==> src/rtl/pic_pkg.sv <==
// rtl/pic_pkg.sv - shared PIC definitions: sequencer state encoding and OCW2 layout.
package pic_pkg;

    typedef enum logic [2:0] {
        ST_IDLE    = 3'd0,
        ST_ACK1    = 3'd1,
        ST_GAP     = 3'd2,
        ST_ACK2    = 3'd3,
        ST_SERVICE = 3'd4,
        ST_EOI     = 3'd5
    } state_t;

    localparam int PHASE_CNT_W = 4;

    // OCW2 field positions: R, SL, EOI flags and the 3-bit level field.
    localparam int OCW2_R_BIT         = 7;
    localparam int OCW2_SL_BIT        = 6;
    localparam int OCW2_EOI_BIT       = 5;
    localparam int OCW2_LEVEL_MSB     = 2;
    localparam int OCW2_LEVEL_LSB     = 0;

    localparam logic [7:0] OCW2_NONSPEC_EOI = 8'h20;

endpackage

==> src/rtl/sync_2ff.sv <==
// rtl/sync_2ff.sv - two-flop synchronizer for a single asynchronous level.
module sync_2ff (
    input  logic CLK,
    input  logic RESET,
    input  logic D,
    output logic Q
);

    logic meta_q, meta_d;
    logic sync_q, sync_d;

    always_comb begin
        meta_d = D;
        sync_d = meta_q;
    end

    always_ff @(posedge CLK) begin
        if (RESET) begin
            meta_q <= 1'b0;
            sync_q <= 1'b0;
        end else begin
            meta_q <= meta_d;
            sync_q <= sync_d;
        end
    end

    assign Q = sync_q;

endmodule

==> src/rtl/inta_sequencer.sv <==
// rtl/inta_sequencer.sv - two-pulse INTA acknowledge sequencer with vector capture.
// Define INTA_AUTO_EOI_EN to issue a non-specific EOI write after each service routine.
module inta_sequencer
    import pic_pkg::*;
#(
    parameter int INTA_LOW_CYCLES = 2,
    parameter int INTA_GAP_CYCLES = 2
) (
    input  logic       CLK,
    input  logic       RESET,
    input  logic       INT,
    input  logic       EN,
    input  logic [7:0] D,
    input  logic       HANDLER_DONE,
    output logic       INTA,
    output logic [7:0] VECTOR,
    output logic       VECTOR_VALID,
    output logic       BUSY,
    output logic       EOI_WR,
    output logic [7:0] EOI_DATA
);

    localparam logic [PHASE_CNT_W-1:0] LOW_RELOAD = PHASE_CNT_W'(INTA_LOW_CYCLES - 1);
    localparam logic [PHASE_CNT_W-1:0] GAP_RELOAD = PHASE_CNT_W'(INTA_GAP_CYCLES - 1);

    logic int_s;

    state_t                 state_q, state_d;
    logic [PHASE_CNT_W-1:0] cnt_q, cnt_d;
    logic                   inta_q, inta_d;
    logic [7:0]             vector_q, vector_d;
    logic                   vector_valid_q, vector_valid_d;
    logic                   eoi_wr_q, eoi_wr_d;
    logic [7:0]             eoi_data_q, eoi_data_d;

    sync_2ff u_int_sync (
        .CLK   (CLK),
        .RESET (RESET),
        .D     (INT),
        .Q     (int_s)
    );

    always_comb begin
        state_d        = state_q;
        cnt_d          = cnt_q;
        vector_d       = vector_q;
        vector_valid_d = 1'b0;
        eoi_wr_d       = 1'b0;
        eoi_data_d     = 8'h00;

        case (state_q)
            ST_IDLE: begin
                cnt_d = '0;
                if (int_s && EN) begin
                    state_d = ST_ACK1;
                    cnt_d   = LOW_RELOAD;
                end
            end
            ST_ACK1: begin
                if (cnt_q == '0) begin
                    state_d = ST_GAP;
                    cnt_d   = GAP_RELOAD;
                end else begin
                    cnt_d = cnt_q - 1'b1;
                end
            end
            ST_GAP: begin
                if (cnt_q == '0) begin
                    state_d = ST_ACK2;
                    cnt_d   = LOW_RELOAD;
                end else begin
                    cnt_d = cnt_q - 1'b1;
                end
            end
            ST_ACK2: begin
                // The PIC drives the vector while the second pulse is low; grab it on the last low cycle.
                if (cnt_q == '0) begin
                    state_d        = ST_SERVICE;
                    cnt_d          = '0;
                    vector_d       = D;
                    vector_valid_d = 1'b1;
                end else begin
                    cnt_d = cnt_q - 1'b1;
                end
            end
            ST_SERVICE: begin
                if (HANDLER_DONE) begin
`ifdef INTA_AUTO_EOI_EN
                    state_d    = ST_EOI;
                    eoi_wr_d   = 1'b1;
                    eoi_data_d = OCW2_NONSPEC_EOI;
`else
                    state_d    = ST_IDLE;
`endif
                end
            end
            ST_EOI: begin
                state_d = ST_IDLE;
            end
            default: begin
                state_d = ST_IDLE;
                cnt_d   = '0;
            end
        endcase

        // INTA is derived from the next state so the pin comes straight off a flop.
        inta_d = !((state_d == ST_ACK1) || (state_d == ST_ACK2));
    end

    always_ff @(posedge CLK) begin
        if (RESET) begin
            state_q        <= ST_IDLE;
            cnt_q          <= '0;
            inta_q         <= 1'b1;
            vector_q       <= 8'h00;
            vector_valid_q <= 1'b0;
            eoi_wr_q       <= 1'b0;
            eoi_data_q     <= 8'h00;
        end else begin
            state_q        <= state_d;
            cnt_q          <= cnt_d;
            inta_q         <= inta_d;
            vector_q       <= vector_d;
            vector_valid_q <= vector_valid_d;
            eoi_wr_q       <= eoi_wr_d;
            eoi_data_q     <= eoi_data_d;
        end
    end

    assign INTA         = inta_q;
    assign VECTOR       = vector_q;
    assign VECTOR_VALID = vector_valid_q;
    assign BUSY         = (state_q != ST_IDLE);
    assign EOI_WR       = eoi_wr_q;
    assign EOI_DATA     = eoi_data_q;

endmodule

==> config.mk <==
export PLATFORM = sky130hd
export DESIGN_NAME = inta_sequencer
export DESIGN_NICKNAME = d
export VERILOG_FILES = /design/src/rtl/pic_pkg.sv /design/src/rtl/sync_2ff.sv /design/src/rtl/inta_sequencer.sv
export SDC_FILE = /design/constraint.sdc
export NUM_CORES = 1
export LEC_CHECK = 0
export BUFFER_PORTS_ARGS = -buffer_cell sky130_fd_sc_hd__buf_2
export CAP_MARGIN = 30
export CELL_PAD_IN_SITES_DETAIL_PLACEMENT = 1
export CELL_PAD_IN_SITES_GLOBAL_PLACEMENT = 1
export CORE_UTILIZATION = 38
export CTS_CLUSTER_DIAMETER = 30
export CTS_CLUSTER_SIZE = 30
export DETAILED_ROUTE_END_ITERATION = 12
export HOLD_SLACK_MARGIN = 0.03
export PLACE_DENSITY_LB_ADDON = 0.1
export SYNTH_ARGS = -nofsm -noshare
export SYNTH_HDL_FRONTEND = slang
export SYNTH_SLANG_ARGS = --single-unit
export TNS_END_PERCENT = 30
==> constraint.sdc <==
create_clock -name CLK -period 2.35 [get_ports CLK]
set_input_delay 0.47 -clock CLK [delete_from_list [all_inputs] [get_ports CLK]]
set_output_delay 0.47 -clock CLK [all_outputs]
set_load 0.005 [all_outputs]
; Word level (Yosys, flattened, before mapping)
; Cells that the tools add are included.
; W data, S select, Z words.
[word_totals]
output_inout_bits = 20
elab_cells = 37
in_bits = 13
ff_bits = 19
[classes]
n_mux = 11
add_sub_neg = 1
n_reduce_logical = 10
n_eq_ne = 7
n_bitwise = 1
[op_table]
columns = op, count
row1 = $pmux W4 S4, 1
row2 = $mux W3, 5
row3 = $pmux W3 S5, 1
row4 = $eq A3 B2 Y1 const B, 3
row5 = $mux W4, 2
row6 = $eq A3 B1 Y1 const B, 2
row7 = $eq A3 B3 Y1 const B, 2
row8 = $reduce_or A2 Y1, 3
row9 = $logic_not A4 Y1, 1
row10 = $sub A4 B1 Y4 const B, 1
row11 = $logic_not A3 Y1, 1
row12 = $reduce_bool A3 Y1, 1
row13 = $mux W1, 2
row14 = $reduce_and A2 Y1, 1
row15 = $logic_and A1 B1 Y1, 1
row16 = $logic_not A1 Y1, 1
row17 = $logic_or A1 B1 Y1, 1
row18 = $not A1 Y1, 1

; Logic depth before layout (Yosys ltp)
; Gate-level depths: netlist (run 1).
[logic_depth]
word_depth = 6
ltp_mapped = 5

; Modules after synthesis
; A second synthesis (run 1) with hierarchy kept.
[unflattened]
hier_cells = 99
hier_area_um2 = 923.4
[modules_own_cells]
columns = mod, area_each_um2, n_inst, cells_each
row1 = inta_sequencer, 870.8, 1, 95
row2 = sync_2ff, 52.6, 1, 4

; Worst setup path after synthesis (run 1)
; OpenSTA, ideal clock, no wires.
[synth_path]
path_kind = register -> register
start = reg cnt_q[2]
end = reg inta_q, in the netlist INTA
setup_ps = 134
period_less_slack_ps = 1307
setup_slack_ps = 1043
n_path_buf = 0
t_arrival_ps = 1173
stages_incl_launch_ff = 4
cell_sequence = dfxtp_1 nor4_4 a211oi_1 or4_1
[synth_between]
elab_chain_cells = 6
[synth_lines]
columns = element, line_no
row1 = from (decl), inta_sequencer.sv:29  ; logic [PHASE_CNT_W-1:0] cnt_q, cnt_d;
row2 = from (signal assigned), inta_sequencer.sv:121  ; cnt_q <= cnt_d;
row3 = $logic_not A4 Y1 *, "inta_sequencer.sv:60, inta_sequencer.sv:68, inta_sequencer.sv:77"
row4 = $mux W3 (on tied branches), "inta_sequencer.sv:77, inta_sequencer.sv:60, inta_sequencer.sv:68"
row5 = $pmux W3 S5 *, inta_sequencer.sv:51  ; case (state_q)
row6 = $eq A3 B1 Y1 / $eq A3 B2 Y1 (equally long branches), inta_sequencer.sv:107  ; inta_d = !((state_d == ST_ACK1) || (state_d == ST_ACK2));
row7 = $logic_or A1 B1 Y1 *, inta_sequencer.sv:107
row8 = $logic_not A1 Y1 *, inta_sequencer.sv:107
row9 = to (signal assigned), inta_sequencer.sv:122  ; inta_q <= inta_d;
row10 = to (decl), inta_sequencer.sv:30  ; logic inta_q, inta_d;
; Every way passes the cells marked *; elsewhere a longest branch is shown, timed or not.
; A chain may end at the register's enable or synchronous reset.

; Worst setup path after layout (run 1)
[layout_path]
start = reg state_q[1]
end = out BUSY
[layout_between]
elab_chain_cells = 1
[layout_lines]
columns = element, line_no
row1 = from (decl), inta_sequencer.sv:28  ; state_t state_q, state_d;
row2 = from (signal assigned), inta_sequencer.sv:120  ; state_q <= state_d;
row3 = $reduce_bool A3 Y1, inta_sequencer.sv:133  ; assign BUSY = (state_q != ST_IDLE);
row4 = to (decl), inta_sequencer.sv:18  ; output logic BUSY,
; No other way between the ends.

==> reports/qor.yml, run 1 <==
yosys-top-cells-area: "dfxtp_1 (41%), nand2b_1 (12%), mux2i_1 (8.7%)"
ant_nets: 0
fin_crit_ns: 1.70
path_max_fanout: 12
whs_path_depth: 2
yosysTopAreaCellShare_pct: 41.1
synth_area_leader_cell: "dfxtp_1"
finalCritPeriodShare_pct: 72.2
clock-root-buffer: "clkbuf_4"
cts.repair.resized: 0
die_y_um: 51.3
grt_pass1_vias: 641
io_buffers: 23
antenna_found_initial: 0
yosysUniqueCellTypes: 32
dp_slack_ns: 0.696
clk_latency_ns: 0.29
finalMaxSlewViolations: 0
worstHoldStart: "INT"
vias: 696
setup_tns_ns: 0
die-width_um: 51.3
post-route-util_pct: 45.6
start_util_pct: 41.0
ys_ff_latch: 19
total_leakage_power_nw: 0.425
post_drt_wl_per_cell_um: 11.8
fin_cells: 144
p_per_area_nw_per_um2: 617
hpwl_um: 1250
syn2layout_area_growth_pct: 11.2
via_per_inst: 4.83
io_pins: 33
fin_ws_ns: 0.654
synth_top_family_by_area: "simple AND/OR/NAND/NOR gates"
cts_tree: "built"
crit_arrival_ns: 1.23
cap_viol_max_count: 0
clk_transition_reported_paths_ns: 0.10
ir_worst_vdd_uv: 322
synthAdderAreaFrac_pct: 0
first_pass_iters: 3
grt.overflow.total: 0
critPathKind: "reg2out"
insertedDiodeCount: 0
layout-drive-gt1-share_pct: 25.9
r2r_cells: 3
placement_rows: 17
syn_area_um2: 925
synth_warnings: 0
place.gp.congestion: 0.641
numCtsBuffers: 3
synth-compound-area-share_pct: 9.07
avgSynthCellArea_um2: 9.53
synth-xor-area-share_pct: 0
ys_seq_area_share_pct: 41.1
r2r_start: "cnt_q[2]"
post_cts_buffers: 0
drt-initial-drc-count: 2
fillers: 290
power_uw: 634
rsz0062_at_grt: "no"
core-area_um2: 2250
grt_start_max_net_pins: 29
cts_sinks: 19
worstReg2RegEnd: "VECTOR[3]"
postCtsHoldBufs: 0
finalSetupViolCount: 0
fmax_ghz: 0.590
clockBufferDepth: 2
grt_usage_pct: 15.1
drc: 0
placed_cells: 140
skew_ns: 0.00134
synthMuxAreaShare_pct: 8.66
synthCells: 97
outcome: "finished clean"
grt_pass1_wl_um: 2880
synthSimpleGateAreaFrac_pct: 29.6
holdPathEnd: "u_int_sync.meta_q"
die_area_um2: 2630
wl_um: 1710
hp-class: "in2reg"
required_ns: 1.88
ff2ff_setup_slack_ns: 0.71
crit_path_end_kind: "output port"
final_nets: 130
hold_viol: 0
critPathLaunchType: "flip-flop"
htreeDepth: 1
## metal layers
metal | wire, µm | GRT usage (%) | vias up
li1 | - | - | 354
met4 | 36 | 9.46 | 0
met5 | 0 | 0 | -
met2 | 798 | 25.2 | 19
met1 | 788 | 17.9 | 319
met3 | 82 | 2.68 | 4
## critical path, stage by stage, from the launching register on
cell	delay [ns]
dfxtp_1	0.42
or3_1	0.38
buf_2	0.13
## registers in the layout (all words and copies together), names as in the netlist
name	cells
INTA	1
VECTOR	8
VECTOR_VALID	1
cnt_q	4
state_q	3
u_int_sync.Q	1
u_int_sync.meta_q	1
## area by class of cell
class	count	area, µm²	area share, %
Clock buffer	4	26.3	2.55
Timing Repair Buffer	23	115	11.2
Tap cell	28	35.0	3.41
Sequential cell	19	380	37.0
Multi-Input combinational cell	70	472	45.9
## cells in the final DEF, fill, tap and decap left out, types with 3 or more instances in the layout
master / n
a21oi_1: 3
buf_2: 23
clkbuf_4: 3
conb_1: 9
dfxtp_1: 19
mux2i_1: 8
nand2_1: 3
nand2b_1: 18
nand4b_1: 3
nor2_1: 4
nor2b_1: 3
## kinds of logic (layout without fill, tap and decap cells)
family | after synthesis | after routing
and+or+nand+nor | 41 | 41
DFF | 19 | 19
buffers and inverters | 16 | 27
AOI/OAI and AO/OA | 12 | 12
muxes | 8 | 8
other | 1 | 9
## cell usage after synthesis
cell	number
buf_6	1
and4b_1	1
nand4b_1	3
a31oi_1	1
buf_4	9
nor4_4	1
or3_1	1
o211ai_1	1
a221oi_1	1
dfxtp_1	19
conb_1	1
clkbuf_1	5
a211o_1	1
or4_1	1
a2111oi_0	1
o21ba_2	1
and2_2	1
and3b_1	1
mux2i_1	8
nand2b_1	18
nand3b_1	1
a211oi_1	1
o22ai_1	1
nor2b_1	3
nor4_1	1
a21oi_1	3
nor2_1	4
o21ai_0	1
buf_2	1
nor3b_1	1
or3_2	1
nand2_1	3
## worst max-delay path by stage
stage          cells after the start  startpoint  slack [ns]         to
2_1_floorplan                      3    cnt_q[2]        1.04       INTA
3_3_place_gp                       3    cnt_q[2]        0.79  VECTOR[2]
3_5_place_dp                       3    cnt_q[2]        0.70  VECTOR[3]
4_1_cts                            2  state_q[1]        0.64       BUSY
5_1_grt                            2  state_q[1]        0.58       BUSY
6_report                           2  state_q[1]        0.65       BUSY
## through the flow
stage / hold slack, ns / instance area [µm²]
2_1_floorplan: 0.414 / 955
3_3_place_gp: 0.419 / 1000
3_5_place_dp: 0.425 / 1000
4_1_cts: 0.371 / 1030
5_1_grt: 0.398 / 1030
6_report: 0.376 / 1030
## power by group
| group | switching (mW) | internal, mW | total, mW | leakage [nW] |
|---|---|---|---|---|
| clock network | 0.0963 | 0.0662 | 0.162 | 0.0150 |
| registers | 0.0235 | 0.338 | 0.362 | 0.154 |
| logic | 0.0540 | 0.0560 | 0.110 | 0.257 |
| total | 0.174 | 0.461 | 0.634 | 0.425 |
Note: power is estimated with default switching activity, not from simulation.
==> inputs of run 2 (changes only) <==
- CORE_UTILIZATION: 38 -> 35
- clock period: 2.35 -> 1.7 ns (I/O delays scaled with it)
==> run 2 against run 1 <==
Clock power grew 39%. Die area is 8.2% higher. Sequential power up 39%.
==> reports/qor.yml, run 2 (same netlist as run 1, synthesis figures left out) <==
final_nets: 131  # was 130
grt.overflow.total: 0  # unchanged
met1_usage_pct: 15.9  # was 17.9%
clockBufferDepth: 2  # unchanged
cts_sinks: 19  # unchanged
crit_arrival_ns: 1.22  # was 1.23 ns
fin_ws_ns: 0.138  # was 0.654 ns
die-width_um: 53.4  # was 51.3 µm
finalMaxSlewViolations: 0  # unchanged
syn2layout_area_growth_pct: 12.3  # was 11.2%
r2r_start: "cnt_q[2]"  # unchanged
grt_use_met3_pct: 2.59  # was 2.68%
post_drt_wl_per_cell_um: 12.0  # was 11.8 µm
crit_path_end_kind: "output port"  # unchanged
ant_nets: 0  # unchanged
holdWs_ns: 0.252  # was 0.376 ns
clock-root-buffer: "clkbuf_4"  # unchanged
hp-class: "in2reg"  # unchanged
total_leakage_power_nw: 0.431  # was 0.425 nW
fmax_ghz: 0.640
place.gp.congestion: 0.689  # was 0.641
numCtsBuffers: 3  # unchanged
path_max_fanout: 10  # was 12
die_y_um: 53.4  # was 51.3 µm
final_common_cell: "buf_2"  # unchanged
dp_slack_ns: 0.206  # was 0.696 ns
grt_pass1_vias: 637  # was 641
postCtsHoldBufs: 0  # unchanged
fin_crit_ns: 1.56
post_cts_buffers: 0  # unchanged
hpwl_um: 1240  # was 1250 µm
clk_transition_reported_paths_ns: 0.10  # about the same
skew_ns: 0.000990  # was 0.00134 ns
grt_usage_pct: 13.1  # was 15.1%
placement_rows: 18  # was 17
io_pins: 33  # unchanged
finalCritPeriodShare_pct: 91.9
placed_cells: 143  # was 140
power_uw: 878  # was 634 µW
whs_path_depth: 2  # unchanged
required_ns: 1.36  # was 1.88 ns
core-area_um2: 2480  # was 2250 µm²
critPathLaunchType: "flip-flop"  # unchanged
drt-initial-drc-count: 5  # was 2
critPathKind: "reg2out"  # unchanged
cts.repair.resized: 0  # unchanged
r2r_cells: 4  # was 3
io_buffers: 23  # unchanged
wl_um: 1760  # was 1710 µm
setup_tns_ns: 0  # unchanged
cap_viol_max_count: 0  # unchanged
rsz0062_at_grt: "no"  # unchanged
worstReg2RegEnd: "VECTOR[5]"  # was VECTOR[3]
ir_worst_vdd_uv: 452  # was 322 µV
largest_register_ffs: 8  # unchanged
drc: 0  # unchanged
antenna_found_initial: 0  # unchanged
vias: 715  # was 696
insertedDiodeCount: 0  # unchanged
grt_start_max_net_pins: 29  # unchanged
p_per_area_nw_per_um2: 845  # was 617 nW/µm²
use_met2_pct: 21.7  # was 25.2%
start_util_pct: 37.3  # was 41.0%
die_area_um2: 2850  # was 2630 µm²
cts_tree: "built"  # unchanged
worstHoldStart: "INT"  # unchanged
hold_viol: 0  # unchanged
first_pass_iters: 4  # was 3
clk_latency_ns: 0.29  # about the same
fillers: 314  # was 290
htreeDepth: 1  # unchanged
fin_cells: 147  # was 144
via_per_inst: 4.86  # was 4.83
holdPathEnd: "u_int_sync.meta_q"  # unchanged
layout-drive-gt1-share_pct: 26.5  # was 25.9%
outcome: "finished clean"  # unchanged
busiest_layer: "met2"  # unchanged
ff2ff_setup_slack_ns: 0.19  # was 0.71 ns
finalSetupViolCount: 0  # unchanged
mostFrequentLayoutCells: "buf_2 (23), dfxtp_1 (19), nand2b_1 (18)"  # unchanged
grt_pass1_wl_um: 2680  # was 2880 µm
[run 2: cell count changes in the layout (fill, tap and decap cells not counted)]
cell and change:
buf_4 +1
[run 2: how the worst max path moves through the flow]
stage	from	to	slack, ns	depth (start not counted)
floorplan	cnt_q[2]	INTA	0.39	3
global placement	cnt_q[2]	VECTOR[6]	0.29	4
detailed placement	cnt_q[2]	VECTOR[5]	0.21	4
CTS	state_q[2]	BUSY	0.12	2
global route	state_q[1]	BUSY	0.08	2
finish	state_q[2]	BUSY	0.14	2
[run 2: power breakdown]
part           internal (mW)  switching (mW)
Sequential             0.468          0.0336
Clock                 0.0911           0.134
Combinational         0.0780          0.0727
[run 2: routing by layer]
metal / part of all wire, % / wire [µm]
met1: 47 / 836
met2: 46 / 802
met3: 5.7 / 100
met4: 1.2 / 22
met5: 0 / 0
[run 2: critical path, stage by stage (launching register included)]
cell and delay (ns):
dfxtp_1 0.40, or3_1 0.40, buf_2 0.13
[run 2: cell type report]
cell class / instances / area, µm² / share of cell area [%]
Clock buffer: 4 / 26.3 / 2.53
Multi-Input combinational cell: 70 / 472 / 45.4
Sequential cell: 19 / 380 / 36.6
Tap cell: 30 / 37.5 / 3.61
Timing Repair Buffer: 24 / 123 / 11.8
[run 2: metrics by stage]
step / utilization (%) / cell area, µm²
after floorplan: - / 955
after global placement: 40.9 / 1010
after detailed placement: 40.9 / 1010
after CTS: 41.9 / 1040
after global routing: 41.9 / 1040
final: 41.9 / 1040
